$ cat src/rtl/mem_port_arbiter_if.sv
// Fetch port, data port and shared single-port memory bus of the memory port arbiter.
// master drives requests and the memory response; slave is the arbiter.
interface mem_port_arbiter_if;
    logic        i_req;
    logic [31:0] i_addr;
    logic [31:0] i_rdata;
    logic        i_done;
    logic        d_req;
    logic        d_we;
    logic [31:0] d_addr;
    logic [31:0] d_wdata;
    logic [31:0] d_rdata;
    logic        d_done;
    logic        mem_req;
    logic        mem_we;
    logic [31:0] mem_addr;
    logic [31:0] mem_wdata;
    logic [31:0] mem_rdata;
    logic        mem_ack;
    logic        StallF;
    logic        StallM;

    modport master (
        output i_req, i_addr, d_req, d_we, d_addr, d_wdata, mem_rdata, mem_ack,
        input  i_rdata, i_done, d_rdata, d_done, mem_req, mem_we, mem_addr, mem_wdata,
               StallF, StallM
    );

    modport slave (
        input  i_req, i_addr, d_req, d_we, d_addr, d_wdata, mem_rdata, mem_ack,
        output i_rdata, i_done, d_rdata, d_done, mem_req, mem_we, mem_addr, mem_wdata,
               StallF, StallM
    );
endinterface

$ cat src/rtl/mem_port_arbiter.sv
// Shares one single-port memory between fetch and data ports; data wins unless fetch has starved STARVE_LIMIT grants.
// Grant in the request cycle, mem_req next cycle, done the cycle after mem_ack; requesters are stalled until done.
module mem_port_arbiter #(
    parameter int STARVE_LIMIT = 3
) (
    input  logic              clk,
    input  logic              reset,
    mem_port_arbiter_if.slave bus
);
    localparam int CW = (STARVE_LIMIT > 0) ? $clog2(STARVE_LIMIT + 1) : 1;
    localparam logic [CW-1:0] LIMIT = CW'(STARVE_LIMIT);

    typedef enum logic [1:0] {
        IDLE   = 2'd0,
        BUSY_I = 2'd1,
        BUSY_D = 2'd2
    } state_t;

    state_t        r_state;
    state_t        w_next;
    logic [CW-1:0] r_starve_cnt;
    logic          r_mem_req;
    logic          r_mem_we;
    logic [31:0]   r_mem_addr;
    logic [31:0]   r_mem_wdata;
    logic          r_i_done;
    logic          r_d_done;
    logic [31:0]   r_i_rdata;
    logic [31:0]   r_d_rdata;
    logic          r_flushed;
    logic          w_grant_i;
    logic          w_grant_d;
    logic          w_ack_i;
    logic          w_ack_d;

    always_comb begin
        w_next    = r_state;
        w_grant_i = 1'b0;
        w_grant_d = 1'b0;
        w_ack_i   = 1'b0;
        w_ack_d   = 1'b0;
        case (r_state)
            IDLE: begin
                if (bus.d_req && !(bus.i_req && r_starve_cnt == LIMIT)) begin
                    w_grant_d = 1'b1;
                    w_next    = BUSY_D;
                end else if (bus.i_req) begin
                    w_grant_i = 1'b1;
                    w_next    = BUSY_I;
                end
            end
            BUSY_I: begin
                if (bus.mem_ack) begin
                    w_ack_i = 1'b1;
                    w_next  = IDLE;
                end
            end
            BUSY_D: begin
                if (bus.mem_ack) begin
                    w_ack_d = 1'b1;
                    w_next  = IDLE;
                end
            end
            default: w_next = IDLE;
        endcase
    end

    always_ff @(posedge clk) begin
        if (reset) begin
            r_state      <= IDLE;
            r_starve_cnt <= '0;
            r_mem_req    <= 1'b0;
            r_mem_we     <= 1'b0;
            r_mem_addr   <= '0;
            r_mem_wdata  <= '0;
            r_i_done     <= 1'b0;
            r_d_done     <= 1'b0;
            r_i_rdata    <= '0;
            r_d_rdata    <= '0;
            r_flushed    <= 1'b0;
        end else begin
            r_state  <= w_next;
            r_i_done <= 1'b0;
            r_d_done <= 1'b0;

            if (w_grant_i || w_grant_d) begin
                r_mem_req   <= 1'b1;
                r_mem_we    <= w_grant_d & bus.d_we;
                r_mem_addr  <= w_grant_d ? bus.d_addr : bus.i_addr;
                r_mem_wdata <= w_grant_d ? bus.d_wdata : 32'd0;
            end
            if (w_ack_i || w_ack_d) begin
                r_mem_req <= 1'b0;
            end

            // A fetch dropped at any point while in flight is a flush: the data is discarded.
            if (w_grant_i) begin
                r_flushed <= 1'b0;
            end else if (r_state == BUSY_I && !bus.i_req) begin
                r_flushed <= 1'b1;
            end

            if (w_ack_i && bus.i_req && !r_flushed) begin
                r_i_rdata <= bus.mem_rdata;
                r_i_done  <= 1'b1;
            end
            if (w_ack_d) begin
                r_d_rdata <= bus.mem_rdata;
                r_d_done  <= 1'b1;
            end

            if (w_grant_i) begin
                r_starve_cnt <= '0;
            end else if (w_grant_d && bus.i_req) begin
                if (r_starve_cnt != LIMIT) begin
                    r_starve_cnt <= r_starve_cnt + CW'(1);
                end
            end else if (r_state == IDLE && !bus.i_req) begin
                r_starve_cnt <= '0;
            end
        end
    end

    assign bus.mem_req   = r_mem_req;
    assign bus.mem_we    = r_mem_we;
    assign bus.mem_addr  = r_mem_addr;
    assign bus.mem_wdata = r_mem_wdata;
    assign bus.i_rdata   = r_i_rdata;
    assign bus.i_done    = r_i_done;
    assign bus.d_rdata   = r_d_rdata;
    assign bus.d_done    = r_d_done;
    assign bus.StallF    = bus.i_req & ~r_i_done;
    assign bus.StallM    = bus.d_req & ~r_d_done;
endmodule
$ cat src/flat_wrapper.sv
// flat-port wrapper written by rule: the top's interface ports become plain ports
module mem_port_arbiter_flat 
#(
    parameter int STARVE_LIMIT = 3
)
  (clk, reset, bus_i_req, bus_i_addr, bus_d_req, bus_d_we, bus_d_addr, bus_d_wdata, bus_mem_rdata, bus_mem_ack, bus_i_rdata, bus_i_done, bus_d_rdata, bus_d_done, bus_mem_req, bus_mem_we, bus_mem_addr, bus_mem_wdata, bus_StallF, bus_StallM);
  mem_port_arbiter_if bus_i ();
  input  logic clk;
  input  logic reset;
  input wire logic [$bits(bus_i.i_req)-1:0] bus_i_req;
  input wire logic [$bits(bus_i.i_addr)-1:0] bus_i_addr;
  input wire logic [$bits(bus_i.d_req)-1:0] bus_d_req;
  input wire logic [$bits(bus_i.d_we)-1:0] bus_d_we;
  input wire logic [$bits(bus_i.d_addr)-1:0] bus_d_addr;
  input wire logic [$bits(bus_i.d_wdata)-1:0] bus_d_wdata;
  input wire logic [$bits(bus_i.mem_rdata)-1:0] bus_mem_rdata;
  input wire logic [$bits(bus_i.mem_ack)-1:0] bus_mem_ack;
  output wire logic [$bits(bus_i.i_rdata)-1:0] bus_i_rdata;
  output wire logic [$bits(bus_i.i_done)-1:0] bus_i_done;
  output wire logic [$bits(bus_i.d_rdata)-1:0] bus_d_rdata;
  output wire logic [$bits(bus_i.d_done)-1:0] bus_d_done;
  output wire logic [$bits(bus_i.mem_req)-1:0] bus_mem_req;
  output wire logic [$bits(bus_i.mem_we)-1:0] bus_mem_we;
  output wire logic [$bits(bus_i.mem_addr)-1:0] bus_mem_addr;
  output wire logic [$bits(bus_i.mem_wdata)-1:0] bus_mem_wdata;
  output wire logic [$bits(bus_i.StallF)-1:0] bus_StallF;
  output wire logic [$bits(bus_i.StallM)-1:0] bus_StallM;
  assign bus_i.i_req = bus_i_req;
  assign bus_i.i_addr = bus_i_addr;
  assign bus_i.d_req = bus_d_req;
  assign bus_i.d_we = bus_d_we;
  assign bus_i.d_addr = bus_d_addr;
  assign bus_i.d_wdata = bus_d_wdata;
  assign bus_i.mem_rdata = bus_mem_rdata;
  assign bus_i.mem_ack = bus_mem_ack;
  assign bus_i_rdata = bus_i.i_rdata;
  assign bus_i_done = bus_i.i_done;
  assign bus_d_rdata = bus_i.d_rdata;
  assign bus_d_done = bus_i.d_done;
  assign bus_mem_req = bus_i.mem_req;
  assign bus_mem_we = bus_i.mem_we;
  assign bus_mem_addr = bus_i.mem_addr;
  assign bus_mem_wdata = bus_i.mem_wdata;
  assign bus_StallF = bus_i.StallF;
  assign bus_StallM = bus_i.StallM;
  mem_port_arbiter #(.STARVE_LIMIT(STARVE_LIMIT)) u_core (.clk(clk), .reset(reset), .bus(bus_i));
endmodule
$ cat config.mk
export PLATFORM = sky130hd
export DESIGN_NAME = mem_port_arbiter_flat
export DESIGN_NICKNAME = d
export VERILOG_FILES = /design/src/rtl/mem_port_arbiter_if.sv /design/src/rtl/mem_port_arbiter.sv /design/src/flat_wrapper.sv
export SDC_FILE = /design/constraint.sdc
export NUM_CORES = 1
export LEC_CHECK = 0
export ABC_AREA = 1
export CORE_ASPECT_RATIO = 1.4
export CORE_MARGIN = 2
export CORE_UTILIZATION = 40
export DETAILED_ROUTE_END_ITERATION = 10
export MAX_ROUTING_LAYER = met4
export PLACE_DENSITY_LB_ADDON = 0.12
export SYNTH_ARGS = -nofsm -noshare
export SYNTH_HDL_FRONTEND = slang
export SYNTH_SLANG_ARGS = --single-unit
$ cat constraint.sdc
create_clock -name clk -period 2.1 [get_ports clk]
set_input_delay 0.525 -clock clk [delete_from_list [all_inputs] [get_ports clk]]
set_output_delay 0.525 -clock clk [all_outputs]
set_load 0.05 [all_outputs]
==> impl_metrics.env, run 1 <==
export IMPL_total_power_w=0.008115
export IMPL_die_x_um=104.8
export IMPL_path_cells="clkdlybuf4s50_1"
export IMPL_cts_sinks=137
export IMPL_syn_to_final_growth_pct=63.89
export IMPL_grt_util_all_layers_pct=24.32
export IMPL_yosysTopAreaCell="dfxtp_1"
export IMPL_wl_met2_um=9192
export IMPL_sequentialPowerShare_pct=35.7
export IMPL_wl_per_cell_um=14.59
export IMPL_power_switching_w=0.002715
export IMPL_finalHoldViolCount=0
export IMPL_antenna_found_initial=0
export IMPL_drtIter0Drc=344
export IMPL_die_h_um=145.1
export IMPL_dpl_cell_area_mm2=0.008617
export IMPL_root_buffer="clkbuf_16"
export IMPL_top_layer_used="met4"
export IMPL_port_buffers=267
export IMPL_wirelength_um=18230
export IMPL_critPathMaxStageDelay_ns=0.80
export IMPL_grt_pass1_wl_um=29440
export IMPL_p_per_area_mw_per_mm2=871.0
export IMPL_fp_row_count=51
export IMPL_yosysSeqAreaShare_pct=48.24
export IMPL_cp_end_kind="output port"
export IMPL_async_flop_share_pct=0
export IMPL_fin_ws_ns=0.03791
export IMPL_setup_viol=0
export IMPL_cts_inserted_buffers=17
export IMPL_ios=268
export IMPL_vias=6037
export IMPL_fin_crit_sh_pct=98.19
export IMPL_yosys_warnings=0
export IMPL_hpwlAfterDp_um=12510
export IMPL_status="complete, no violations"
export IMPL_path_clk_slew_ns=0.06
export IMPL_cts_max_level=4
export IMPL_power_internal_w=0.005401
export IMPL_finish_utilization_pct=66.98
export IMPL_fill_cells=1233
export IMPL_synth_top_cells_by_count="nand2_1 (204), dfxtp_1 (137), nor2_1 (136)"
export IMPL_postRouteAntennaNets=0
export IMPL_grt_setup_unrepaired="false"
export IMPL_syn_nets=936
export IMPL_synth_area_mm2=0.005685
export IMPL_cp_data_required_time_ns=1.57
export IMPL_synth_area_leaders="dfxtp_1 (48%), nand2_1 (13%), nor2_1 (9.0%)"
export IMPL_grt_ovfl_total=0
export IMPL_routabilityCongestion=0.8038
export IMPL_num_antenna_cells=0
export IMPL_synth_edf_count=0
export IMPL_cp_arrival_ns=1.54
export IMPL_clock_fmax_mhz=484.9
export IMPL_initial_core_util_pct=40.87
export IMPL_path_delay_family="buffers and inverters"
export IMPL_firstDrtPassIters=4
export IMPL_fin_skew_ns=0.01271
export IMPL_critical_path_class="reg2out"
export IMPL_layout_nets=1189
export IMPL_cp_num_buf_inv=1
export IMPL_core_area_mm2=0.01391
export IMPL_p_clk_share_pct=36.8
export IMPL_syn_inst=798
export IMPL_clock_path_buffers=2
export IMPL_design_area_mm2=0.009318
export IMPL_maxSlewHeadroom_pct=63.08
export IMPL_cp_slowest_cell="clkdlybuf4s50_1"
export IMPL_power_leakage_nw=5.276
export IMPL_drv_slew=0
export IMPL_yosysTopAreaCellShare_pct=48.24
export IMPL_drcViolationCount=0
export IMPL_wl_met3_um=1190
export IMPL_clock_latency_ns=0.41
export IMPL_power_share_switching_pct=33.45
export IMPL_met1_length_um=7392
export IMPL_grt_max_degree=57
export IMPL_synth_seq_cells=137
export IMPL_pre_cts_ws_ns=-0.01145
export IMPL_start_kind="register"
export IMPL_combPwrFrac_pct=27.6
export IMPL_period_needed_ns=2.062
export IMPL_tightest_slew_ns=0.5561
export IMPL_post_synth_top_count_cell="nand2_1"
export IMPL_vias_per_cell=4.833
export IMPL_cts_setup_buffers=0
export IMPL_synthFlopType="dfxtp_1"
export IMPL_max_vdd_ir_drop_mv=0.7649
export IMPL_grt_pass1_vias=5774
export IMPL_yosysUniqueCellTypes=20
export IMPL_synth_area_per_cell_um2=7.125
export IMPL_critPathMaxFanout=2
export IMPL_holdBufCountCts=0
export IMPL_drive_gt1_share_pct=8.177
export IMPL_hold_path_class="reg2reg"
export IMPL_cts_tree="yes"
export IMPL_max_cap_violations=0
export IMPL_die_area_mm2=0.01520
-- cell type report --
cell class	count	area (µm²)	share of cell area [%]
multi-input combinational	557	2466	26.47
clock inverter	14	160.2	1.719
inverter	43	161.4	1.732
tap	185	231.5	2.484
sequential	137	2743	29.43
timing repair buffer	295	3127	33.56
clock buffer	18	429.2	4.606
-- flip-flops by register name, indices dropped and copies added (netlist names) --
signal,count
u_core.bus.mem_addr,32
u_core.bus.mem_we,1
u_core.r_starve_cnt,2
u_core.bus.d_done,1
u_core.bus.i_rdata,32
u_core.bus.i_done,1
u_core.bus.mem_req,1
u_core.bus.mem_wdata,32
u_core.bus.d_rdata,32
u_core.r_flushed,1
u_core.r_state,2
-- metal layers --
metal | up-vias | global-route usage (%)
met3 | 28 | 6.649
met5 | - | -
met1 | 2746 | 28.21
met2 | 188 | 40.52
met4 | 0 | 8.067
li1 | 3075 | -
-- per-stage QoR --
| step | setup TNS (ns) | hold WS, ns | std cells |
|---|---|---|---|
| after floorplan | 0 | 0.4523 | 798 |
| after global placement | 0 | 0.4563 | 1217 |
| after detailed placement | -0.01385 | 0.4605 | 1217 |
| after CTS | 0 | 0.4702 | 1249 |
| after global routing | 0 | 0.4812 | 1249 |
| final | 0 | 0.4665 | 1249 |
-- layout by cell type (no fill, tap or decap) --
| cell | instances |
|---|---|
| nand4_1 | 34 |
| dlygate4sd2_1 | 47 |
| o21ai_0 | 34 |
| clkbuf_16 | 17 |
| o21ai_2 | 1 |
| nor2_1 | 135 |
| nand3_4 | 1 |
| inv_6 | 6 |
| buf_4 | 31 |
| ha_1 | 4 |
| a21oi_1 | 39 |
| nand3_2 | 1 |
| nand2_1 | 204 |
| or2_2 | 1 |
| buf_12 | 14 |
| inv_2 | 5 |
| clkinvlp_4 | 4 |
| nand3_1 | 101 |
| dfxtp_1 | 137 |
| clkbuf_1 | 1 |
| bufinv_16 | 2 |
| clkinv_4 | 2 |
| nand2_4 | 1 |
| dlymetal6s2s_1 | 68 |
| clkdlybuf4s50_1 | 135 |
| nor2_2 | 1 |
| inv_1 | 38 |
-- cell families (layout without fill, tap and decap cells) --
family                   after synthesis  in the layout  share of synthesized area [%]
AO/OA/AOI/OAI                         74             74                          6.580
flip-flops                           137            137                          48.24
buffers and inverters                104            370                          8.429
AND/OR/NAND/NOR                      479            479                          35.87
adder cells (fa/ha/maj)                4              4                         0.8803
-- final timing paths --
| kind | startpoint | endpoint | slack, ns | cells after the start |
|---|---|---|---|---|
| min reg2reg | u_core.bus.d_rdata[18] | u_core.bus.d_rdata[18] | 0.47 | 2 |
| max | u_core.bus.d_rdata[6] | bus_d_rdata[6] | 0.04 | 1 |
| min | u_core.bus.d_rdata[18] | u_core.bus.d_rdata[18] | 0.47 | 2 |
| max reg2reg | u_core.r_state[0] | u_core.bus.mem_addr[15] | 0.40 | 7 |
-- timing repair --
action,in CTS,in global routing
endpoints found under the hold margin,0,0
cloned,0,0
setup endpoints to repair,47,68
resized for setup,47,68
-- power by group through the flow --
stage / logic [W] / registers, W / clock network [W]
floorplan: 0.000731 / 0.00362 / 0
detailed placement: 0.00229 / 0.00296 / 0
CTS: 0.00226 / 0.00290 / 0.00303
global route: 0.00241 / 0.00292 / 0.00317
finish: 0.00224 / 0.00289 / 0.00298
global placement: 0.00228 / 0.00295 / 0
Power figures use the tool's default switching activity.
==> run 2, diff against run 1 <==
--- a/config.mk
+++ b/config.mk
@@ -8,7 +8,8 @@
 export ABC_AREA = 1
 export CORE_ASPECT_RATIO = 1.4
 export CORE_MARGIN = 2
-export CORE_UTILIZATION = 40
+export CORE_UTILIZATION = 25
+export CTS_BUF_LIST = sky130_fd_sc_hd__clkbuf_16
 export DETAILED_ROUTE_END_ITERATION = 10
 export MAX_ROUTING_LAYER = met4
 export PLACE_DENSITY_LB_ADDON = 0.12
==> constraint.sdc (replaced) <==
create_clock -name clk -period 2.1 [get_ports clk]
set_input_delay 0.525 -clock clk [delete_from_list [all_inputs] [get_ports clk]]
set_output_delay 0.525 -clock clk [all_outputs]
set_load 0.02 [all_outputs]
==> run 2 against run 1 <==
Compared with the run above: sequential power about the same; register-to-register slack better by 0.08 ns; utilization decreased by 25 points; clock power is 6% higher; largest cell class unchanged; via count down 0.80%; first-iteration DRC count down 35%; worst setup slack gained 0.050 ns.
==> impl_metrics.env, run 2 (same netlist as run 1, synthesis figures left out) <==
export IMPL_finish_utilization_pct=41.66
export IMPL_cp_slowest_cell="clkdlybuf4s50_1"
export IMPL_cp_arrival_ns=1.49
export IMPL_path_cells="clkdlybuf4s50_1, inv_2, nor2_1, dlygate4sd2_1"
export IMPL_dpl_cell_area_mm2=0.008740
export IMPL_path_depth=4
export IMPL_initial_core_util_pct=25.33
export IMPL_maxSlewHeadroom_pct=72.16
export IMPL_antenna_found_initial=0
export IMPL_cp_data_required_time_ns=1.57
export IMPL_max_vdd_ir_drop_mv=0.5225
export IMPL_reg2reg_slack_ns=0.48
export IMPL_final_common_cell="clkdlybuf4s50_1"
export IMPL_status="complete, no violations"
export IMPL_clock_path_buffers=2
export IMPL_cts_tree="yes"
export IMPL_cp_startpoint="bus_i_req"
export IMPL_grt_pass1_vias=5992
export IMPL_hold_path_class="reg2reg"
export IMPL_vias_per_cell=4.394
export IMPL_final_cell_mix="clkdlybuf4s50_1 (265), nand2_1 (204), dfxtp_1 (137)"
export IMPL_postRouteAntennaNets=0
export IMPL_fin_cells=1363
export IMPL_path_clk_slew_ns=0.06
export IMPL_cts_inserted_buffers=17
export IMPL_port_buffers=267
export IMPL_wirelength_um=20410
export IMPL_ios=268
export IMPL_grt_util_all_layers_pct=17.51
export IMPL_fill_cells=2381
export IMPL_wl_per_cell_um=14.97
export IMPL_cts_max_level=4
export IMPL_fin_skew_ns=0.01317
export IMPL_routabilityCongestion=0.7571
export IMPL_num_antenna_cells=0
export IMPL_reg2regPathDepth=8
export IMPL_design_area_mm2=0.009351
export IMPL_p_per_area_mw_per_mm2=843.9
export IMPL_cp_num_buf_inv=3
export IMPL_grt_setup_unrepaired="false"
export IMPL_cp_end_kind="output port"
export IMPL_power_leakage_nw=3.911
export IMPL_critPathMaxStageDelay_ns=0.50
export IMPL_path_delay_family="buffers and inverters"
export IMPL_finalHoldViolCount=0
export IMPL_cts_sinks=137
export IMPL_clock_fmax_mhz=496.9
export IMPL_drv_slew=0
export IMPL_hpwlAfterDp_um=13950
export IMPL_tightest_slew_ns=0.4176
export IMPL_numPlacedInstances=1331
export IMPL_firstDrtPassIters=4
export IMPL_max_cap_violations=0
export IMPL_fp_row_count=65
export IMPL_root_buffer="clkbuf_16"
export IMPL_fin_crit_sh_pct=95.83
export IMPL_core_area_mm2=0.02245
export IMPL_start_kind="input port"
export IMPL_layout_nets=1187
export IMPL_critPathMaxFanout=2
export IMPL_drive_gt1_share_pct=6.403
export IMPL_grt_max_degree=85
export IMPL_clock_latency_ns=0.42
export IMPL_drcViolationCount=0
export IMPL_grt_ovfl_total=0
export IMPL_r2r_end="u_core.bus.mem_addr[9]"
export IMPL_syn_to_final_growth_pct=64.48
export IMPL_endpoint="bus_StallF"
export IMPL_die_area_mm2=0.02398
export IMPL_die_x_um=131.5
export IMPL_critical_path_class="in2out"
export IMPL_die_h_um=182.4
export IMPL_vias=5989
export IMPL_grt_pass1_wl_um=32620
export IMPL_r2r_start="u_core.r_state[0]"
export IMPL_setup_viol=0
export IMPL_period_needed_ns=2.012
export IMPL_drtIter0Drc=224
-- run 2: cell types whose count changed in the layout (fill, tap and decap cells not counted), moves of 2 or more --
| cell | previous run | this run |
|---|---|---|
| buf_12 | 14 | 10 |
| buf_4 | 31 | 16 |
| clkdlybuf4s50_1 | 135 | 265 |
| clkinvlp_4 | 4 | 2 |
| dlygate4sd2_1 | 47 | 2 |
| dlymetal6s2s_1 | 68 | 0 |
| inv_6 | 6 | 4 |
| inv_8 | 0 | 2 |
-- run 2: layer usage --
layer | GRT usage (%) | routed length (µm) | vias to the layer above
met2 | 30.45 | 10230 | 175
met4 | 4.826 | 269 | 0
met3 | 5.694 | 1301 | 14
li1 | - | - | 3067
met5 | - | 0 | -
met1 | 19.21 | 8605 | 2733
-- run 2: cell type report --
| cell class | count | area, µm² | area share (%) |
|---|---|---|---|
| sequential | 137 | 2743 | 29.33 |
| clock inverter | 15 | 188.9 | 2.020 |
| timing repair buffer | 293 | 2990 | 31.98 |
| inverter | 43 | 161.4 | 1.726 |
| multi-input combinational | 557 | 2466 | 26.37 |
| clock buffer | 17 | 425.4 | 4.549 |
| tap | 301 | 376.6 | 4.027 |
-- run 2: timing repair --
item / in CTS / in global routing
setup buffers: 0 / 0
endpoints found under the hold margin: 0 / 0
endpoints found under the setup margin: 2 / 0
hold buffers: 0 / 0
resized for setup: 2 / 0
-- run 2: how the worst min path moves through the flow --
stage                            from                      to  slack [ns]  cells past startpoint
2_1_floorplan        u_core.r_flushed        u_core.r_flushed        0.45                      2
3_3_place_gp   u_core.bus.d_rdata[16]  u_core.bus.d_rdata[16]        0.46                      2
3_5_place_dp   u_core.bus.d_rdata[25]  u_core.bus.d_rdata[25]        0.46                      2
4_1_cts        u_core.bus.d_rdata[25]  u_core.bus.d_rdata[25]        0.47                      2
5_1_grt        u_core.bus.d_rdata[25]  u_core.bus.d_rdata[25]        0.49                      2
6_report       u_core.bus.d_rdata[25]  u_core.bus.d_rdata[25]        0.47                      2
-- run 2: power breakdown --
part	leakage [nW]	internal, W	total, W	switching, W
registers	1.12	0.00280	0.00290	0.0000991
clock network	0.296	0.00190	0.00315	0.00125
logic	2.50	0.000862	0.00184	0.000983
-- run 2: through the flow --
stage	TNS (ns)	setup slack [ns]	hold slack (ns)	power [W]
floorplan	0	0.5380	0.4523	0.003914
global placement	-9.915	-0.1729	0.4563	0.004823
detailed placement	-9.873	-0.1897	0.4600	0.004828
CTS	0	0.08047	0.4702	0.008037
global route	0	0.03847	0.4897	0.008327
finish	0	0.08753	0.4665	0.007892
-- run 2: worst register-to-register path, stage by stage, from the launching register on --
cell and delay, ns:
dfxtp_1 0.32, inv_1 0.08, ha_1 0.36, nand3_4 0.19, buf_4 0.24, nand2_1 0.07
nand2_1 0.06, nor2_1 0.13, nor2_1 0.06
==> run 3, diff against run 2 <==
--- a/config.mk
+++ b/config.mk
@@ -5,7 +5,6 @@
 export SDC_FILE = /design/constraint.sdc
 export NUM_CORES = 1
 export LEC_CHECK = 0
-export ABC_AREA = 1
 export CORE_ASPECT_RATIO = 1.4
 export CORE_MARGIN = 2
 export CORE_UTILIZATION = 25
==> run 3 against run 2 <==
Compared with the run above: worst setup slack better by 0.0030 ns; register-to-register slack lost 0.06 ns; clock skew down 0.00067 ns; worst hold slack worse by 0.013 ns; total power shrank 5.9%; clock-buffer cell count stayed put; clock power is 10% lower; utilization is 1.1 points higher; synthesized area fell by 5.8%; sequential power about the same; critical endpoint is now bus_StallM; largest power group is now sequential cells.
==> impl_metrics.env, run 3 <==
export IMPL_grt_pass1_vias=5433
export IMPL_numPlacedInstances=1052
export IMPL_cts_setup_buffers=0
export IMPL_cp_end_kind="output port"
export IMPL_postRouteAntennaNets=0
export IMPL_finalHoldViolCount=0
export IMPL_cts_inserted_buffers=17
export IMPL_hold_path_end="u_core.bus.i_rdata[22]"
export IMPL_cp_arrival_ns=1.48
export IMPL_antenna_found_initial=0
export IMPL_timing_hold_ws_ns=0.4533
export IMPL_fin_skew_ns=0.01250
export IMPL_path_delay_family="buffers and inverters"
export IMPL_yosysTopAreaCell="dfxtp_1"
export IMPL_reg2regPathDepth=6
export IMPL_wirelength_um=19050
export IMPL_r2r_start="u_core.r_state[0]"
export IMPL_drtIter0Drc=173
export IMPL_clock_fmax_mhz=497.6
export IMPL_regArea_mm2=0.002743
export IMPL_grt_max_degree=52
export IMPL_async_flop_share_pct=0
export IMPL_status="complete, no violations"
export IMPL_synthFlopType="dfxtp_1"
export IMPL_routabilityCongestion=0.7629
export IMPL_syn_inst=552
export IMPL_cts_tree="yes"
export IMPL_critical_path_class="in2out"
export IMPL_die_area_mm2=0.02263
export IMPL_hold_path_class="reg2reg"
export IMPL_wl_per_cell_um=17.58
export IMPL_path_clk_slew_ns=0.06
export IMPL_synth_area_mm2=0.005356
export IMPL_max_cap_violations=0
export IMPL_setup_tns_ns=0
export IMPL_synth_area_leaders="dfxtp_1 (51%), a2111oi_2 (9.0%), a32oi_1 (5.4%)"
export IMPL_yosys_warnings=0
export IMPL_vias=5186
export IMPL_critPathMaxStageDelay_ns=0.49
export IMPL_yosysUniqueCellTypes=29
export IMPL_die_x_um=127.7
export IMPL_total_power_w=0.007424
export IMPL_final_common_cell="clkdlybuf4s50_1"
export IMPL_max_vdd_ir_drop_mv=0.4792
export IMPL_cp_slowest_cell="clkdlybuf4s50_1"
export IMPL_fill_cells=2060
export IMPL_cp_data_required_time_ns=1.57
export IMPL_syn_to_final_growth_pct=68.72
export IMPL_fp_row_count=63
export IMPL_start_kind="input port"
export IMPL_clock_path_buffers=2
export IMPL_firstDrtPassIters=5
export IMPL_cts_max_level=4
export IMPL_finish_utilization_pct=42.78
export IMPL_drcViolationCount=0
export IMPL_cts_sinks=137
export IMPL_yosysTopAreaCellShare_pct=51.20
export IMPL_layout_nets=949
export IMPL_synth_top_cells_by_count="dfxtp_1 (137), nand2_1 (68), nor2_1 (67)"
export IMPL_setup_viol=0
export IMPL_grt_pass1_wl_um=29530
export IMPL_hold_start="u_core.bus.i_rdata[22]"
export IMPL_path_cells="clkdlybuf4s50_1, nor2b_1, clkdlybuf4s15_1"
export IMPL_initial_core_util_pct=25.36
export IMPL_r2r_end="u_core.r_state[0]"
export IMPL_multiInputGateArea_mm2=0.002266
export IMPL_critPathMaxFanout=2
export IMPL_synth_seq_cells=137
export IMPL_post_synth_top_count_cell="dfxtp_1"
export IMPL_worstHoldPathCells=2
export IMPL_drive_gt1_share_pct=12.01
export IMPL_grt_util_all_layers_pct=16.97
export IMPL_period_needed_ns=2.009
export IMPL_die_h_um=177.2
export IMPL_grt_setup_unrepaired="false"
export IMPL_hpwlAfterDp_um=13390
export IMPL_core_area_mm2=0.02113
export IMPL_maxSlewHeadroom_pct=74.06
export IMPL_grt_ovfl_total=0
export IMPL_root_buffer="clkbuf_16"
export IMPL_ios=268
export IMPL_drv_slew=0
export IMPL_num_antenna_cells=0
export IMPL_cp_startpoint="bus_d_req"
export IMPL_power_leakage_nw=3.280
export IMPL_fin_crit_sh_pct=95.69
export IMPL_syn_nets=690
export IMPL_clock_latency_ns=0.42
export IMPL_yosysSeqAreaShare_pct=51.20
export IMPL_fin_cells=1084
export IMPL_vias_per_cell=4.784
export IMPL_tightest_slew_ns=0.3836
export IMPL_synth_area_per_cell_um2=9.704
export IMPL_cp_num_buf_inv=2
export IMPL_port_buffers=267
export IMPL_synth_edf_count=0
export IMPL_final_cell_mix="clkdlybuf4s50_1 (264), dfxtp_1 (137), nand2_1 (68)"
export IMPL_reg2reg_slack_ns=0.42
export IMPL_p_per_area_mw_per_mm2=821.5
-- run 3: how the worst max path moves through the flow --
stage,cells past startpoint,slack (ns),end
after floorplan,2,0.54,bus_StallF
final,3,0.09,bus_StallM
after CTS,3,0.03,bus_StallF
after global routing,3,0.02,bus_StallM
after detailed placement,3,-0.31,bus_StallF
after global placement,3,-0.34,bus_StallF
-- run 3: final cells by class --
type                       count  share of cell area [%]
timing repair buffer         292                   33.37
sequential                   137                   30.35
multi-input combinational    329                   25.07
clock buffer                  17                   4.707
tap                          260                   3.600
clock inverter                15                   1.495
inverter                      34                   1.412
-- run 3: routing by layer --
| layer | share of wire (%) | wire length [µm] | track usage [%] |
|---|---|---|---|
| met1 | 41 | 7871 | 19.53 |
| met3 | 7.3 | 1383 | 4.958 |
| met2 | 50 | 9534 | 28.72 |
| met4 | 1.4 | 264 | 4.762 |
| met5 | 0 | 0 | - |
-- run 3: worst min-delay path: cells and delay by family (launching register included) --
family / cells / cell delay, ns
AND/OR/NAND/NOR: 1 / 0.05
flip-flops: 1 / 0.31
AO/OA/AOI/OAI: 1 / 0.05
-- run 3: power breakdown --
part	total [W]	internal [W]	switching [W]	leakage [nW]
Sequential	0.00288	0.00278	0.000101	1.12
Clock	0.00283	0.00155	0.00128	0.264
Combinational	0.00171	0.000859	0.000852	1.90
Total	0.00742	0.00520	0.00223	3.28
-- run 3: per-stage QoR --
| step | cell area [µm²] | setup WS (ns) |
|---|---|---|
| 2_1_floorplan | 5356 | 0.5366 |
| 3_3_place_gp | 8482 | -0.3446 |
| 3_5_place_dp | 8482 | -0.3120 |
| 4_1_cts | 9042 | 0.02514 |
| 5_1_grt | 9037 | 0.01631 |
| 6_report | 9037 | 0.09051 |
-- run 3: logic make-up after synthesis --
kind of cell	after synthesis	share of synthesized area (%)
AO/OA/AOI/OAI	142	24.29
buffers and inverters	86	6.751
AND/OR/NAND/NOR	183	16.82
flip-flops	137	51.20
adder cells (fa/ha/maj)	4	0.9344
-- run 3: what timing repair did --
| action | 4_1_cts | 5_1_grt |
|---|---|---|
| cloned | 0 | 0 |
| hold buffers | 0 | 0 |
| gates resized for setup | 4 | 3 |
| endpoints found under the setup margin | 2 | 2 |
